`config.mk`:
```
export PLATFORM = sky130hd
export DESIGN_NAME = dsp_tx_divbank
export DESIGN_NICKNAME = d
export VERILOG_FILES = /design/src/rtl/dsp_tx_divbank.sv
export SDC_FILE = /design/constraint.sdc
export NUM_CORES = 1
export LEC_CHECK = 0
export BUFFER_PORTS_ARGS = -buffer_cell sky130_fd_sc_hd__clkbuf_2
export CORE_MARGIN = 2
export CORE_UTILIZATION = 40
export DETAILED_ROUTE_END_ITERATION = 10
export HOLD_SLACK_MARGIN = 0.08
export PLACE_DENSITY_LB_ADDON = 0.3
export SYNTH_ARGS = -nofsm -noshare
export SYNTH_HDL_FRONTEND = slang
export SYNTH_SLANG_ARGS = --single-unit
```
`constraint.sdc`:
```
create_clock -name clk -period 10.3 [get_ports clk]
set_input_delay 1.03 -clock clk [delete_from_list [all_inputs] [get_ports clk]]
set_output_delay 1.03 -clock clk [all_outputs]
set_load 0.01 [all_outputs]
```
`src/rtl/dsp_tx_divbank.sv`:
```
// Bank of NCH runtime-programmable clock dividers (square / pulse / one-shot) plus heartbeat LEDs.
// New configs wait in a per-channel pending slot and are applied only at waveform boundaries.
module dsp_tx_divbank #(
  parameter int NCH   = 4,
  parameter int DIV_W = 16,
  parameter int HB_W  = 28
) (
  input  logic                   clk,
  input  logic                   rst,
  input  logic                   cfg_valid,
  output logic                   cfg_ready,
  input  logic [$clog2(NCH)-1:0] cfg_ch,
  input  logic [1:0]             cfg_mode,
  input  logic [DIV_W-1:0]       cfg_div,
  output logic [NCH-1:0]         sq_out,
  output logic [NCH-1:0]         wrap_pulse,
  output logic [1:0]             led
);

  localparam int CH_W = $clog2(NCH);

  typedef enum logic [1:0] {
    MODE_OFF     = 2'd0,
    MODE_SQUARE  = 2'd1,
    MODE_PULSE   = 2'd2,
    MODE_ONESHOT = 2'd3
  } mode_e;

  mode_e            mode_q  [NCH];
  mode_e            mode_d  [NCH];
  mode_e            pmode_q [NCH];
  mode_e            pmode_d [NCH];
  logic [DIV_W-1:0] div_q   [NCH];
  logic [DIV_W-1:0] div_d   [NCH];
  logic [DIV_W-1:0] pdiv_q  [NCH];
  logic [DIV_W-1:0] pdiv_d  [NCH];
  logic [DIV_W-1:0] cnt_q   [NCH];
  logic [DIV_W-1:0] cnt_d   [NCH];
  logic [NCH-1:0]   sq_q, sq_d;
  logic [NCH-1:0]   wrap_q, wrap_d;
  logic [NCH-1:0]   pend_q, pend_d;
  logic [NCH-1:0]   hit, bnd;
  logic [HB_W-1:0]  hb_q, hb_d;

  assign cfg_ready  = ~pend_q[cfg_ch];
  assign sq_out     = sq_q;
  assign wrap_pulse = wrap_q;
  assign led        = {~hb_q[HB_W-1], hb_q[HB_W-1]};

  always_comb begin
    mode_d  = mode_q;
    pmode_d = pmode_q;
    div_d   = div_q;
    pdiv_d  = pdiv_q;
    cnt_d   = cnt_q;
    sq_d    = sq_q;
    wrap_d  = '0;
    pend_d  = pend_q;
    hit     = '0;
    bnd     = '0;
    hb_d    = hb_q + 1'b1;

    for (int unsigned i = 0; i < NCH; i++) begin
      hit[i] = (mode_q[i] != MODE_OFF) && (cnt_q[i] == div_q[i]);
      case (mode_q[i])
        MODE_OFF:    bnd[i] = 1'b1;
        MODE_SQUARE: bnd[i] = hit[i] & sq_q[i];
        default:     bnd[i] = hit[i];
      endcase

      if (mode_q[i] == MODE_OFF) begin
        cnt_d[i] = '0;
        sq_d[i]  = 1'b0;
      end else if (hit[i]) begin
        cnt_d[i]  = '0;
        wrap_d[i] = 1'b1;
        case (mode_q[i])
          MODE_SQUARE: sq_d[i] = ~sq_q[i];
          MODE_PULSE:  sq_d[i] = 1'b1;
          default: begin
            sq_d[i]   = 1'b0;
            mode_d[i] = MODE_OFF;
          end
        endcase
      end else begin
        cnt_d[i] = cnt_q[i] + 1'b1;
        if (mode_q[i] == MODE_PULSE) sq_d[i] = 1'b0;
      end

      // A boundary wrap still completes the running waveform for same-mode
      // rewrites (square falls, pulse fires), so phase carries on without a runt.
      if (pend_q[i] && bnd[i]) begin
        cnt_d[i]  = '0;
        mode_d[i] = pmode_q[i];
        div_d[i]  = pdiv_q[i];
        pend_d[i] = 1'b0;
        case (pmode_q[i])
          MODE_SQUARE:  sq_d[i] = (mode_q[i] != MODE_SQUARE);
          MODE_PULSE:   sq_d[i] = (mode_q[i] == MODE_PULSE);
          MODE_ONESHOT: sq_d[i] = 1'b1;
          default:      sq_d[i] = 1'b0;
        endcase
      end

      if (cfg_valid && cfg_ready && (cfg_ch == CH_W'(i))) begin
        pend_d[i]  = 1'b1;
        pmode_d[i] = mode_e'(cfg_mode);
        pdiv_d[i]  = cfg_div;
      end
    end
  end

  always_ff @(posedge clk or posedge rst) begin
    if (rst) begin
      for (int unsigned i = 0; i < NCH; i++) begin
        mode_q[i]  <= MODE_OFF;
        pmode_q[i] <= MODE_OFF;
        div_q[i]   <= '0;
        pdiv_q[i]  <= '0;
        cnt_q[i]   <= '0;
      end
      sq_q   <= '0;
      wrap_q <= '0;
      pend_q <= '0;
      hb_q   <= '0;
    end else begin
      for (int unsigned i = 0; i < NCH; i++) begin
        mode_q[i]  <= mode_d[i];
        pmode_q[i] <= pmode_d[i];
        div_q[i]   <= div_d[i];
        pdiv_q[i]  <= pdiv_d[i];
        cnt_q[i]   <= cnt_d[i];
      end
      sq_q   <= sq_d;
      wrap_q <= wrap_d;
      pend_q <= pend_d;
      hb_q   <= hb_d;
    end
  end

endmodule

```
==> impl_metrics.yaml <==
die:
  initial_core_util_pct: 40.5
  die_h_um: 172
  io_pins: 34
  die_w_um: 172
  dieArea_sq_um: 29400
  fp.coreArea_sq_um: 27700
  rows: 61
critical_path:
  cp_cell_sequence: "clkbuf_2 -> mux4_2 -> inv_1 -> clkbuf_2"
  required_ns: 9.27
  cp-startpoint: "cfg_ch[0]"
  worstPathMaxFanout: 5
  critical_path_class: "primary input to output port"
  arrival_ns: 1.89
  cp_slowest_stage_delay_ns: 0.51
  cp_slowest_cell: "mux4_2"
  reg2reg_from: "cnt_q[8]$_DFF_PP0_"
  cp_common_cell: "clkbuf_2"
  cp-start-kind: "primary input"
  end_kind: "output port"
placed_design:
  place_area_sq_um: 11800
  port_buffers: 33
  hpwl_um: 14600
  place.gp.congestion: 0.718
yosys:
  avgSynthCellArea_sq_um: 12.7
  async_reset_ff_share_pct: 100
  yosysTopAreaCell: "dfrtp_1"
  yosysSeqAreaShare_pct: 55.3
  synthTopCellsByArea: "dfrtp_1 (55%), mux2_2 (11%), xor2_1 (7.3%)"
  syn_nets: 927
  syn_inst: 887
  yosysWarnings: 0
  netlist.area_leader.share_pct: 55.3
  synth.distinct_cells: 38
  synthFlopType: "dfrtp_1"
  synthesis.area_sq_um: 11200
  synth-edff-count: 0
  ys_ff_latch: 248
timing:
  worst_pin_slew_ns: 0.910
  worst_clock_skew_ns: 0.00669
  tns_ns: 0
  setup_viol: 0
  hold_viol: 0
  slew_violations: 0
  period_minus_slack_ns: 2.92
  fmax_mhz: 342
  finalCritPeriodShare_pct: 28.4
  rsz0062_at_grt: "no"
  relSlewSlack_pct: 39.3
route:
  ant_nets: 0
  first_pass_iters: 4
  drtIter0Drc: 304
  via_per_inst: 5.02
  wl_per_cell_um: 16.3
  drt_wl_total_um: 21700
  drc_errors: 0
  vias: 6665
layout:
  fin_nets: 973
  area_growth_pct: 13.5
  insertedDiodeCount: 0
  stdcell_area_sq_um: 12700
  final_util_pct: 46.0
  drive_gt1_share_pct: 24.9
  fill_cells: 2515
clocking:
  cts.sinks: 248
  postCtsResizedCells: 0
  path_clk_slew_ns: 0.06
  cts_tree: "done"
  worst_skew_pair.late_latency_ns: 0.52
  htreeDepth: 1
  cts_hold_buffers: 0
  numCtsBuffers: 25
  root_buffer: "clkbuf_16"
  post_cts_buffers: 0
  clockBufferDepth: 3
global_routing:
  grt-ovfl-total: 0
  grt_pass1_wl_um: 35900
  grt_pass1_vias: 6755
  grt_max_degree: 112
  antenna_found_initial: 1
  grtUsageTotal_pct: 15.3
pwr:
  p_leak_nw: 5.71
  powerDensity_nw_per_um2: 265
  vdd_ir_drop_max_v: 0.000138
min_path:
  worstHoldPathType: "flip-flop to flip-flop"
  hold_path.startpoint: "hb_q[10]$_DFF_PP0_"
flow_run:
  maxCapViolCount: 0
run_status:
  outcome: "finished, final reports clean"
==> stage by stage <==
stage	std cells	hold slack, ns	power (mW)	setup WS (ns)
floorplan	887	0.434	2.17	2.46
global placement	1284	0.454	2.36	7.37
detailed placement	1284	0.451	2.39	7.37
CTS	1329	0.467	3.42	7.37
global route	1329	0.488	3.58	7.32
finish	1329	0.466	3.38	7.38
==> path summary, 6_finish.rpt <==
kind / endpoint / cells after the start / slack, ns
min in group asynchronous: pdiv_q[44]$_DFFE_PP0P_ / 2 / 0.61
setup / recovery: cfg_ready / 4 / 7.38
setup reg to reg: div_q[11]$_DFFE_PP0N_ / 5 / 7.61
hold reg to reg: hb_q[10]$_DFF_PP0_ / 1 / 0.47
hold / removal: hb_q[10]$_DFF_PP0_ / 1 / 0.47
max in group asynchronous: cnt_q[62]$_DFF_PP0_ / 3 / 8.17
==> critical path, delay by kind of cell <==
| kind | cells | cell delay, ns |
|---|---|---|
| buf+inv | 3 | 0.35 |
| mux | 1 | 0.51 |
==> cells in the mapped netlist, drive strengths merged, types with 3 or more instances <==
library cell and n:
inv 31, nor2b 4, and3 8, a21oi 17, ha 17, a221o 4
nor3b 3, nor2 58, dfrtp 248, xnor2 37, o31a 8, nand2 37
and2 5, and4 14, xor2 93, clkbuf 14, nor4 16, nand3 26
a31o 3, o21ai 32, nand2b 10, buf 6, or3 16, a41o 4
a21boi 4, nand4 20, mux2 141, nor3 7
==> cells by family after synthesis <==
| kind of cell | share of synthesized area (%) |
|---|---|
| fa+ha+maj | 1.89 |
| buf+inv | 2.23 |
| flops | 55.3 |
| xor+xnor | 10.1 |
| compound gates | 4.42 |
| mux | 15.2 |
| simple gates | 10.8 |
==> cell usage in the layout, fill, tap and decap left out, types with 7 or more instances in the layout <==
cell | netlist | routed
and3_1 | 8 | 8
dfrtp_1 | 248 | 248
and4_1 | 14 | 14
inv_1 | 31 | 30
ha_1 | 17 | 17
nor4_1 | 16 | 16
o31a_1 | 8 | 8
clkbuf_8 | 0 | 7
nand3_1 | 26 | 26
mux2_2 | 114 | 114
xnor2_1 | 37 | 37
o21ai_0 | 28 | 28
nor2_1 | 58 | 58
or3_1 | 16 | 16
a21oi_1 | 17 | 17
clkbuf_16 | 0 | 25
xor2_1 | 93 | 93
nand4_1 | 16 | 16
nand2_1 | 37 | 37
mux2_4 | 27 | 27
nand2b_1 | 10 | 10
clkbuf_2 | 0 | 33
==> where the power goes <==
group | internal (mW) | switching (mW) | leakage, nW
Combinational | 0.469 | 0.375 | 2.12
Sequential | 1.28 | 0.235 | 3.13
Clock | 0.646 | 0.373 | 0.460
==> metal layers <==
layer / GRT usage (%) / up-vias / share of wire [%]
li1: - / 3189 / -
met1: 23.2 / 3378 / 51
met2: 23.3 / 76 / 44
met3: 2.23 / 22 / 3.2
met4: 3.13 / 0 / 1.6
met5: 0 / - / 0
==> final cells by class <==
| class | instances | area [sq um] | area share [%] |
|---|---|---|---|
| Timing Repair Buffer | 39 | 210 | 1.65 |
| Multi-Input combinational cell | 588 | 4800 | 37.6 |
| Inverter | 31 | 124 | 0.972 |
| Sequential cell | 248 | 6210 | 48.7 |
| Tap cell | 378 | 473 | 3.71 |
| Clock inverter | 9 | 199 | 1.56 |
| Clock buffer | 36 | 737 | 5.78 |
==> registers in the layout, summed over array words and instances, names as in the netlist <==
register / cells
mode_q: 8
cnt_q: 64
pend_q: 4
div_q: 64
pmode_q: 8
wrap_pulse: 4
hb_q: 28
sq_out: 4
pdiv_q: 64
Power figures use the tool's default switching activity.
